==> src/rtl/syn_fifo_pkg.sv <==
// Shared constants for the single-clock FIFO: default geometry and the
// address-width helper used by the top and the pointer counters.
package syn_fifo_pkg;

  localparam int FIFO_ENTRIES_DEF = 16;
  localparam int DATA_WIDTH_DEF   = 8;
  localparam int ADDR_W           = $clog2(FIFO_ENTRIES_DEF);

  // Address width for an arbitrary power-of-two depth.
  function automatic int addr_w(input int entries);
    return $clog2(entries);
  endfunction

endpackage

==> src/rtl/syn_fifo_ptr.sv <==
// Free-running FIFO pointer with one extra wrap bit above the address bits;
// the wrap bit lets full and empty be told apart when the addresses match.
module syn_fifo_ptr #(
  parameter int AW = 4
) (
  input  logic        clk,
  input  logic        rst_n,
  input  logic        inc,
  output logic [AW:0] ptr
);

  // NOTE: sequential state uses non-blocking assignments so every register
  // samples pre-edge values regardless of block evaluation order.
  always_ff @(posedge clk or negedge rst_n) begin
    if (!rst_n)
      ptr <= '0;
    else if (inc)
      ptr <= ptr + 1'b1;
  end

endmodule

==> src/rtl/syn_fifo.sv <==
// Single-clock synchronous FIFO with registered read data and an output enable.
// Storage is exposed as mem_array so entries can be inspected hierarchically.
module syn_fifo
  import syn_fifo_pkg::*;
#(
  parameter int FIFO_ENTRIES = FIFO_ENTRIES_DEF,
  parameter int DATA_WIDTH   = DATA_WIDTH_DEF,
  localparam int AW          = addr_w(FIFO_ENTRIES)
) (
  input  logic                  sys_clk,
  input  logic                  sys_rst_n,
  input  logic                  wr_en,
  input  logic [DATA_WIDTH-1:0] data_in,
  input  logic                  rd_en,
  input  logic                  rd_oe,
  output logic [DATA_WIDTH-1:0] data_out,
  output logic                  full,
  output logic                  empty,
  output logic [AW:0]           count,
  output logic [AW-1:0]         w_index,
  output logic [AW-1:0]         r_index
);

  logic [DATA_WIDTH-1:0] mem_array [0:FIFO_ENTRIES-1];

  logic [AW:0] wptr;
  logic [AW:0] rptr;
  logic        wr_acc;
  logic        rd_acc;

  // Both sides are qualified by the flags as they stand before the edge, so a
  // full FIFO only reads and an empty FIFO only writes; there is no bypass.
  assign wr_acc = wr_en && !full;
  assign rd_acc = rd_en && !empty;

  syn_fifo_ptr #(.AW(AW)) u_wptr (
    .clk   (sys_clk),
    .rst_n (sys_rst_n),
    .inc   (wr_acc),
    .ptr   (wptr)
  );

  syn_fifo_ptr #(.AW(AW)) u_rptr (
    .clk   (sys_clk),
    .rst_n (sys_rst_n),
    .inc   (rd_acc),
    .ptr   (rptr)
  );

  assign w_index = wptr[AW-1:0];
  assign r_index = rptr[AW-1:0];
  assign empty   = (wptr == rptr);
  assign full    = (wptr[AW-1:0] == rptr[AW-1:0]) && (wptr[AW] != rptr[AW]);
  assign count   = wptr - rptr;

  // NOTE: the storage array has no reset; after reset the pointers alone make
  // its old contents unreachable, and leaving it unreset lets it map to RAM.
  always_ff @(posedge sys_clk) begin
    if (wr_acc)
      mem_array[w_index] <= data_in;
  end

  always_ff @(posedge sys_clk or negedge sys_rst_n) begin
    if (!sys_rst_n)
      data_out <= '0;
    else if (rd_acc && rd_oe)
      data_out <= mem_array[r_index];
  end

endmodule

==> config.mk <==
export PLATFORM = sky130hd
export DESIGN_NAME = syn_fifo
export DESIGN_NICKNAME = d
export VERILOG_FILES = /design/src/rtl/syn_fifo_pkg.sv /design/src/rtl/syn_fifo_ptr.sv /design/src/rtl/syn_fifo.sv
export SDC_FILE = /design/constraint.sdc
export NUM_CORES = 1
export LEC_CHECK = 0
export CAP_MARGIN = 20
export CORE_MARGIN = 2
export CORE_UTILIZATION = 45
export CTS_BUF_LIST = sky130_fd_sc_hd__clkbuf_16
export CTS_CLUSTER_DIAMETER = 120
export DETAILED_ROUTE_END_ITERATION = 10
export PLACE_DENSITY_LB_ADDON = 0.15
export SLEW_MARGIN = 10
export SYNTH_ARGS = -nofsm -noshare
export SYNTH_HDL_FRONTEND = slang
export SYNTH_SLANG_ARGS = --single-unit
export TNS_END_PERCENT = 100
==> constraint.sdc <==
create_clock -name sys_clk -period 6.2 [get_ports sys_clk]
set_clock_uncertainty 0.1 [all_clocks]
set_input_delay 0.62 -clock sys_clk [delete_from_list [all_inputs] [get_ports sys_clk]]
set_output_delay 0.62 -clock sys_clk [all_outputs]
set_load 0.02 [all_outputs]
## Word-level counts from Yosys, hierarchy flattened

Memory sizes are Yosys's and may differ from the RTL's. A register that Yosys moved wholly into a read port is not among the register bits.
Index checks and enable logic that the tools add are counted.

| storage, ports and cells | value |
|---|---|
| latch bits | 0 |
| memories | 1 |
| bits in registers | 10 |
| RAM bits | 128 |
| ROM bits | 0 |
| bits of input ports | 13 |
| logic and storage cells | 18 |
| output and inout port bits | 23 |

| operators by class | value |
|---|---|
| shift operators | 0 |
| $add $sub $neg | 3 |
| bitwise gates (word level) | 0 |
| reduce and logical (&&, ||, !) cells | 7 |
| equality and inequality tests | 3 |
| order comparisons | 0 |
| div/mod/pow operators | 0 |
| multipliers | 0 |
| multiplexer cells | 2 |

Memory list:

| name | depth | width | read ports | clocked after Yosys merged registers in | write ports | RTL line | RTL |
|---|---|---|---|---|---|---|---|
| mem_array | 16 | 8 | 1 | 1 | 1 | syn_fifo.sv:24 | `logic [DATA_WIDTH-1:0] mem_array [0:FIFO_ENTRIES-1];` |

Operators by type and width:

| cell | number |
|---|---|
| $add A5 B1 Y5 const B | 2 |
| $eq A5 B5 Y1 | 1 |
| $sub A5 B5 Y5 | 1 |
| $eq A4 B4 Y1 | 1 |
| $logic_and A1 B1 Y1 | 4 |
| $logic_not A1 Y1 | 3 |
| $mux W1 | 2 |
| $ne A1 B1 Y1 | 1 |

## Longest topological paths before layout

Gate-level depths: netlist (run 1).

| logic depth | value |
|---|---|
| depth after elaboration | 6 |
| gate-level depth with buffers | 9 |
| depth with buffers taken out | 7 |

## By module

Synthesis (run 1) repeated with hierarchy kept, for this count alone.

| unflattened totals | value |
|---|---|
| cells, all modules | 290 |
| area total of the unflattened synthesis | 5851.9 um2 |

By module, submodules not included:

| module | seq. area each (um2) | area an instance (um2) | instances | cells an instance |
|---|---|---|---|---|
| syn_fifo | 4043.9 | 5451.5 | 1 | 262 |
| syn_fifo_ptr | 125.1 | 200.2 | 2 | 14 |

## Worst setup path before layout (run 1)

Ideal clock, no wire load.

| path | value |
|---|---|
| kind | register to output |
| start point | register u_rptr.ptr[1] |
| end point | output count[4] |
| buffers on the path | 2 |
| cell stages (with the launch flop) | 8 |
| setup slack | 3650 ps |
| data arrival time | 1830 ps |
| data required time | 5480 ps |
| path through | dfrtp_1 buf_2 buf_2 inv_1 fa_1 a21o_1 a21oi_1 xnor2_1 |

| between the ends | value |
|---|---|
| word-level cells in the longest chain between the ends | 1 |

RTL lines:

| what | RTL line | RTL |
|---|---|---|
| from (decl) | syn_fifo_ptr.sv:9 | `output logic [AW:0] ptr` |
| from (signal assigned) | syn_fifo_ptr.sv:18 | `ptr <= ptr + 1'b1;` |
| $sub A5 B5 Y5 | syn_fifo.sv:54 | `assign count = wptr - rptr;` |
| to (decl) | syn_fifo.sv:19 | `output logic [AW:0] count,` |

Every way passes these cells.

## Worst setup path after layout (run 1)

Same ends and word-level chain as after synthesis.

==> results_tabular.tex, run 1 <==
\begin{tabular}{lr}
\hline
Metric & Value \\
\hline
\multicolumn{2}{l}{\textbf{Run status}} \\
Status & finished clean \\
\multicolumn{2}{l}{\textbf{Timing}} \\
Setup violators final & 0 \\
Setup repair after global routing missed its margin & false \\
Number of max-slew violations in the final report & 0 \\
Fmax achieved & 254 MHz \\
Hold slack & 0.416 ns \\
Fin. Hold Viols & 0 \\
Final cycle utilization of the critical path & 63.6\% \\
Summed negative setup slack over all endpoints & 0 ns \\
Worst-Margin Slew & 0.969 ns \\
Post-layout minimum cycle time & 3.94 ns \\
Worst relative slew slack & 35.4\% \\
\multicolumn{2}{l}{\textbf{Hold path}} \\
Hold Path Origin & u\_wptr.ptr[4] \\
Min-Delay Path Class & flip-flop to flip-flop \\
\multicolumn{2}{l}{\textbf{Job}} \\
Number of violations of the max-capacitance limit & 0 \\
\multicolumn{2}{l}{\textbf{Worst setup path}} \\
Critical-path maximum fanout & 38 \\
R2R setup slack & 3.04 ns \\
Termination of the worst setup path & count[4] \\
Required time worst endpoint & 5.48 ns \\
Reg-to-reg critical path startpoint & u\_rptr.ptr[1] \\
Sort of element at the end of the critical path & output port \\
Startpoint kind of the worst setup timing path & flip-flop \\
Critical path origin & u\_rptr.ptr[1] \\
Critical register-to-register path endpoint & mem\_array[1][2] \\
Worst setup path class & flip-flop to output port \\
Data arrival time of the worst path & 3.22 ns \\
Worst Reg2Reg Path Length in Cells & 6 \\
\multicolumn{2}{l}{\textbf{Place}} \\
Final HPWL DP & 7820 µm \\
Number of input and output port buffers inserted & 35 \\
Number of placed instances, taps included & 531 \\
Cell area after placement & 6410 µm² \\
Weighted congestion reported at the end of routability-driven placement & 0.820 \\
\multicolumn{2}{l}{\textbf{GRT}} \\
Overall routing resource usage & 18.6\% \\
Maximum number of pins on one net before global-route repair & 40 \\
Global-route wire length before repair & 18,700 µm \\
Antenna violations before repair & 0 \\
Remaining global-route overflow & 0 \\
Number of global-route vias before repair & 3,019 \\
\multicolumn{2}{l}{\textbf{Yosys}} \\
Number of different library cells in the post-synthesis netlist & 36 \\
Post-synth top flop & sky130\_fd\_sc\_hd\_\_edfxtp\_1 \\
Number of flops mapped to enable cells by yosys & 128 \\
Most area-hungry cell type in the Yosys netlist & sky130\_fd\_sc\_hd\_\_edfxtp\_1 \\
Cell with the most instances after synthesis & sky130\_fd\_sc\_hd\_\_edfxtp\_1 \\
Async S/R FF share, synth & 12.3\% \\
Seq/Total Area, Yosys & 71.7\% \\
Post-synthesis average cell area & 17.6 µm² \\
Yosys top cell area share & 64.2\% \\
Most area-consuming cells after synthesis & sky130\_fd\_sc\_hd\_\_edfxtp\_1 64\%, sky130\_fd\_sc\_hd\_\_dfrtp\_1 7.5\%, sky130\_fd\_sc\_hd\_\_mux2i\_1 5.4\%, sky130\_fd\_sc\_hd\_\_mux4\_2 3.8\%, sky130\_fd\_sc\_hd\_\_mux4\_1 2.6\% \\
Mapped Area & 5990 µm² \\
Most numerous cell types in the synthesized netlist & 128 x sky130\_fd\_sc\_hd\_\_edfxtp\_1, 32 x sky130\_fd\_sc\_hd\_\_mux2i\_1, 18 x sky130\_fd\_sc\_hd\_\_dfrtp\_1, 16 x sky130\_fd\_sc\_hd\_\_o22ai\_1, 14 x sky130\_fd\_sc\_hd\_\_nor2\_1 \\
Synthesized Nets & 364 \\
Number of standard cells after synthesis & 341 \\
Register bit count reported by yosys & 146 \\
Yosys warns & 0 \\
\multicolumn{2}{l}{\textbf{Floorplan}} \\
Floorplan Core Area & 13,100 µm² \\
I/O pins & 36 \\
Floorplan die area & 14,200 µm² \\
Starting density of the core & 45.6\% \\
Die Wd & 119 µm \\
Cell Rows & 42 \\
Die Ht & 119 µm \\
\multicolumn{2}{l}{\textbf{Drt}} \\
Number of DRC markers after the initial detailed-route iteration & 318 \\
Average via count per standard cell & 5.38 \\
First-pass iteration count of the detailed router & 7 \\
Post-detailed-routing wire length & 12,300 µm \\
DRC violations left & 0 \\
Mean routed wirelength per cell & 21.8 µm \\
Antenna violation net count after detailed routing & 0 \\
Vias after detailed routing & 3,031 \\
\multicolumn{2}{l}{\textbf{Clock tree}} \\
Cell chosen for the clock root & sky130\_fd\_sc\_hd\_\_clkbuf\_16 \\
Max H-tree Level & 4 \\
TritonCTS Sinks & 146 \\
Hold buffers post-CTS & 0 \\
Longest Clk Path Bufs & 2 \\
CTS buffer count & 17 \\
Clock tree from TritonCTS & built \\
CTS clk-pin slew, worst paths & 0.06 ns \\
Later-pin clock latency in the skew report & 0.41 ns \\
Post-CTS resize count & 0 \\
Number of buffers added for setup after CTS & 0 \\
\multicolumn{2}{l}{\textbf{Cells and area}} \\
Number of standard cells in the final layout excluding fillers & 563 \\
Ant diodes & 0 \\
Layout net count & 397 \\
Post-route design area & 6900 µm² \\
Fraction of layout instances using a drive strength above 1 & 10.1\% \\
P\&R area growth vs syn & 15.3\% \\
\multicolumn{2}{l}{\textbf{Pwr}} \\
Cell leakage power & 2.43 nW \\
Ratio of total power to cell area & 493 nW/µm² \\
Maximum vdd drop & 0.246 mV \\
\hline
\end{tabular}
==> cells in the final DEF (no fill, tap or decap), types with 3 or more instances in the layout <==
master and n:
sky130_fd_sc_hd__a211oi_1 7, sky130_fd_sc_hd__a31oi_1 8, sky130_fd_sc_hd__mux2i_1 32, sky130_fd_sc_hd__clkinv_2 4
sky130_fd_sc_hd__nand2_1 13, sky130_fd_sc_hd__edfxtp_1 128, sky130_fd_sc_hd__mux4_2 10, sky130_fd_sc_hd__and4_1 5
sky130_fd_sc_hd__clkinv_1 3, sky130_fd_sc_hd__and3_1 8, sky130_fd_sc_hd__o22ai_1 16, sky130_fd_sc_hd__ha_1 9
sky130_fd_sc_hd__clkbuf_16 17, sky130_fd_sc_hd__o21ai_0 3, sky130_fd_sc_hd__and2_1 5, sky130_fd_sc_hd__nor2_1 14
sky130_fd_sc_hd__dfrtp_1 16, sky130_fd_sc_hd__clkdlybuf4s50_1 35, sky130_fd_sc_hd__mux4_1 6, sky130_fd_sc_hd__inv_1 14
sky130_fd_sc_hd__xor2_1 3, sky130_fd_sc_hd__xnor2_1 8, sky130_fd_sc_hd__nand4_1 4
==> state kept, by name, summed over array words and instances (netlist names) <==
signal / cells
data_out: 8
u_rptr.ptr: 5
u_wptr.ptr: 5
mem_array: 128
==> kinds of logic after synthesis <==
group / after synthesis / share of synthesized area, %
xor gates and xnor gates: 12 / 1.88
muxes: 49 / 11.9
AOI/OAI and AO/OA: 41 / 4.47
buffers and inverters: 29 / 2.99
DFF: 146 / 71.7
adders and majority gates: 10 / 2.22
and+or+nand+nor: 54 / 4.77
==> critical path: stages (launching register included) <==
cell	delay [ns]
sky130_fd_sc_hd__dfrtp_2	0.99
sky130_fd_sc_hd__inv_1	0.22
sky130_fd_sc_hd__fa_1	0.49
sky130_fd_sc_hd__a21o_1	0.19
sky130_fd_sc_hd__a21oi_1	0.17
sky130_fd_sc_hd__xnor2_1	0.14
sky130_fd_sc_hd__clkdlybuf4s50_1	0.62
==> report_power, final <==
group          total (W)  internal, W  leakage [nW]  switching (W)
Combinational    0.00119     0.000548         0.796       0.000645
Sequential       0.00137      0.00122          1.36       0.000149
Clock           0.000845     0.000491         0.267       0.000354
Total            0.00341      0.00226          2.43        0.00115
==> routing by layer <==
| metal | GRT usage, % | vias up | wire, µm |
|---|---|---|---|
| li1 | - | 1410 | - |
| met1 | 25.7 | 1528 | 5290 |
| met2 | 28.6 | 84 | 6040 |
| met3 | 4.93 | 9 | 804 |
| met4 | 6.47 | 0 | 140 |
| met5 | 0 | - | 0 |
==> through the flow <==
step,total power [W],util (%),worst slack [ns]
global placement,0.00258,48.8,2.66
finish,0.00341,52.6,2.26
global route,0.00358,52.6,2.06
detailed placement,0.00260,48.8,2.62
CTS,0.00345,52.6,2.17
floorplan,0.00219,-,3.65
==> worst min path at each step <==
stage	cells past startpoint	slack [ns]	to
after CTS	1	0.42	u_wptr.ptr[4]
after global routing	1	0.44	u_wptr.ptr[4]
after detailed placement	1	0.41	u_wptr.ptr[4]
after global placement	1	0.41	u_wptr.ptr[4]
after floorplan	0	0.22	data_out[0]
final	1	0.42	u_wptr.ptr[4]
==> cell type report <==
class,count,area (µm²)
clock buffer,17,425
multi-input combinational,166,1510
sequential,146,4300
inverter,7,26.3
clock inverter,15,65.1
fill,1076,6230
timing repair buffer,36,358
tap,176,220
(Power assumes the default switching activity.)
==> inputs of run 2 (changes only) <==
clock period = 3.2 ns   (was 6.2 ns; I/O delays follow)
==> results_tabular.tex, run 2 (synthesis results as in run 1) <==
\begin{tabular}{lr}
\hline
Metric & Value \\
\hline
\multicolumn{2}{l}{\textbf{Run status}} \\
Status & finished clean (unchanged) \\
\multicolumn{2}{l}{\textbf{Clock tree}} \\
CTS clk-pin slew, worst paths & 0.06 ns (about the same) \\
Later-pin clock latency in the skew report & 0.41 ns (about the same) \\
Max H-tree Level & 4 (unchanged) \\
Number of buffers added for setup after CTS & 0 (unchanged) \\
CTS buffer count & 17 (unchanged) \\
TritonCTS Sinks & 146 (unchanged) \\
Post-CTS resize count & 0 (unchanged) \\
Clock tree from TritonCTS & built (unchanged) \\
Hold buffers post-CTS & 0 (unchanged) \\
Cell chosen for the clock root & sky130\_fd\_sc\_hd\_\_clkbuf\_16 (unchanged) \\
Longest Clk Path Bufs & 2 (unchanged) \\
\multicolumn{2}{l}{\textbf{Timing}} \\
Final cycle utilization of the critical path & 89.2\% \\
Worst-Margin Slew & 0.992 ns (was 0.969 ns) \\
Worst relative slew slack & 33.6\% (was 35.4\%) \\
Setup violators final & 0 (unchanged) \\
Post-layout minimum cycle time & 2.86 ns \\
Fin. Hold Viols & 0 (unchanged) \\
Hold slack & 0.362 ns (was 0.416 ns) \\
Fmax achieved & 350 MHz \\
Summed negative setup slack over all endpoints & 0 ns (unchanged) \\
Setup repair after global routing missed its margin & false (unchanged) \\
Number of max-slew violations in the final report & 0 (unchanged) \\
\multicolumn{2}{l}{\textbf{Worst setup path}} \\
Worst setup path class & flip-flop to output port (unchanged) \\
Startpoint kind of the worst setup timing path & flip-flop (unchanged) \\
Data arrival time of the worst path & 2.44 ns (was 3.22 ns) \\
R2R setup slack & 0.68 ns (was 3.04 ns) \\
Critical-path maximum fanout & 11 (was 38) \\
Required time worst endpoint & 2.78 ns (was 5.48 ns) \\
Sort of element at the end of the critical path & output port (unchanged) \\
\multicolumn{2}{l}{\textbf{Floorplan}} \\
Cell Rows & 42 (unchanged) \\
Die Ht & 119 µm (unchanged) \\
Die Wd & 119 µm (unchanged) \\
Floorplan Core Area & 13,100 µm² (unchanged) \\
I/O pins & 36 (unchanged) \\
Starting density of the core & 45.6\% (unchanged) \\
Floorplan die area & 14,200 µm² (unchanged) \\
\multicolumn{2}{l}{\textbf{Cells and area}} \\
Multi-input gate area in the final layout & 1510 µm² (unchanged) \\
Register name with the most flops & mem\_array (unchanged) \\
Commonest non-fill, non-tap cell in the layout & sky130\_fd\_sc\_hd\_\_edfxtp\_1 (unchanged) \\
\# fillers & 1,059 (was 1,076) \\
Commonest cells after routing, fill and taps aside & 128 x sky130\_fd\_sc\_hd\_\_edfxtp\_1, 34 x sky130\_fd\_sc\_hd\_\_clkdlybuf4s50\_1, 32 x sky130\_fd\_sc\_hd\_\_mux2i\_1 (was 128 x sky130\_fd\_sc\_hd\_\_edfxtp\_1, 35 x sky130\_fd\_sc\_hd\_\_clkdlybuf4s50\_1, 32 x sky130\_fd\_sc\_hd\_\_mux2i\_1) \\
Ant diodes & 0 (unchanged) \\
Layout net count & 398 (was 397) \\
Leading registers by flop count & mem\_array (128), data\_out (8) (unchanged) \\
P\&R area growth vs syn & 17.3\% (was 15.3\%) \\
Max reg flops & 128 (unchanged) \\
Fraction of layout instances using a drive strength above 1 & 11.4\% (was 10.1\%) \\
Reg area & 4300 µm² (unchanged) \\
\multicolumn{2}{l}{\textbf{Pwr}} \\
Ratio of total power to cell area & 992 nW/µm² (was 493 nW/µm²) \\
Cell leakage power & 2.47 nW (was 2.43 nW) \\
Maximum vdd drop & 0.528 mV (was 0.246 mV) \\
\multicolumn{2}{l}{\textbf{Drt}} \\
DRC violations left & 0 (unchanged) \\
Number of DRC markers after the initial detailed-route iteration & 205 (was 318) \\
First-pass iteration count of the detailed router & 4 (was 7) \\
Mean routed wirelength per cell & 22.0 µm (was 21.8 µm) \\
Post-detailed-routing wire length & 12,400 µm (was 12,300 µm) \\
Average via count per standard cell & 5.44 (was 5.38) \\
Antenna violation net count after detailed routing & 0 (unchanged) \\
Vias after detailed routing & 3,062 (was 3,031) \\
\multicolumn{2}{l}{\textbf{Hold path}} \\
Min-Delay Path Class & primary input to asynchronous set/reset pin (was flip-flop to flip-flop) \\
\multicolumn{2}{l}{\textbf{GRT}} \\
Overall routing resource usage & 18.9\% (was 18.6\%) \\
Global-route wire length before repair & 19,000 µm (was 18,700 µm) \\
Remaining global-route overflow & 0 (unchanged) \\
Maximum number of pins on one net before global-route repair & 39 (was 40) \\
Number of global-route vias before repair & 3,072 (was 3,019) \\
Antenna violations before repair & 0 (unchanged) \\
\multicolumn{2}{l}{\textbf{Job}} \\
Number of violations of the max-capacitance limit & 0 (unchanged) \\
\multicolumn{2}{l}{\textbf{Place}} \\
Weighted congestion reported at the end of routability-driven placement & 0.781 (was 0.820) \\
Final HPWL DP & 7810 µm (was 7820 µm) \\
Number of input and output port buffers inserted & 35 (unchanged) \\
\hline
\end{tabular}
## run 2: changes by cell type in the layout (fill, tap and decap cells not counted), sizes merged
| cell | before | now |
|---|---|---|
| inv | 14 | 8 |
| bufinv | 0 | 4 |
| clkinv | 7 | 9 |
| buf | 1 | 2 |
| clkdlybuf4s50 | 35 | 34 |
| clkinvlp | 1 | 0 |
| dlymetal6s2s | 0 | 1 |
## run 2: worst paths after layout
kind	cells after the start	startpoint	endpoint
max in group asynchronous	1	sys_rst_n	u_rptr.ptr[0]
max	5	u_rptr.ptr[2]	empty
max reg2reg	6	u_rptr.ptr[2]	mem_array[3][0]
min reg2reg	1	u_wptr.ptr[4]	u_wptr.ptr[4]
min	1	sys_rst_n	u_wptr.ptr[3]
min in group sys_clk	1	u_wptr.ptr[4]	u_wptr.ptr[4]
## run 2: cell type report
| type | instances | area share (%) |
|---|---|---|
| well taps | 176 | 3.14 |
| inverters | 7 | 0.374 |
| clock inverters | 14 | 2.44 |
| flip-flops and latches | 146 | 61.2 |
| clock buffers | 17 | 6.06 |
| repair buffers | 37 | 5.24 |
| multi-input cells | 166 | 21.5 |
## run 2: metrics by stage
| stage | instances | instance area [µm²] | total power, W | util (%) | setup slack, ns |
|---|---|---|---|---|---|
| finish | 563 | 7020 | 0.00696 | 53.4 | 0.345 |
| global route | 563 | 7020 | 0.00730 | 53.4 | 0.178 |
| CTS | 563 | 7020 | 0.00703 | 53.4 | 0.0432 |
| detailed placement | 532 | 6420 | 0.00505 | 48.9 | 0.489 |
| global placement | 532 | 6420 | 0.00502 | 48.9 | 0.537 |
| floorplan | 341 | 5990 | 0.00424 | - | 0.876 |
## run 2: per-layer routing
layer,track usage (%),part of all wire (%)
met1,26.4,44
met2,28.1,47
met3,4.93,6.5
met4,8.46,2.2
met5,0,0
## run 2: where the power goes
part / total [W] / switching [W] / internal, W
Sequential: 0.00255 / 0.000183 / 0.00236
Combinational: 0.00243 / 0.00137 / 0.00106
Clock: 0.00199 / 0.000704 / 0.00128
## run 2: critical path: stages, from the launching register on
cell and delay [ns]:
sky130_fd_sc_hd__dfrtp_1 0.54, sky130_fd_sc_hd__inv_1 0.11, sky130_fd_sc_hd__ha_1 0.37, sky130_fd_sc_hd__and4_1 0.27, sky130_fd_sc_hd__and2_1 0.14, sky130_fd_sc_hd__clkdlybuf4s50_1 0.59
==> inputs of run 3 (changes only) <==
SKIP_CTS_REPAIR_TIMING = 1   (was unset)
==> results of run 3 <==
No change in the layout: final DEF, timing and power equal those of run 2.
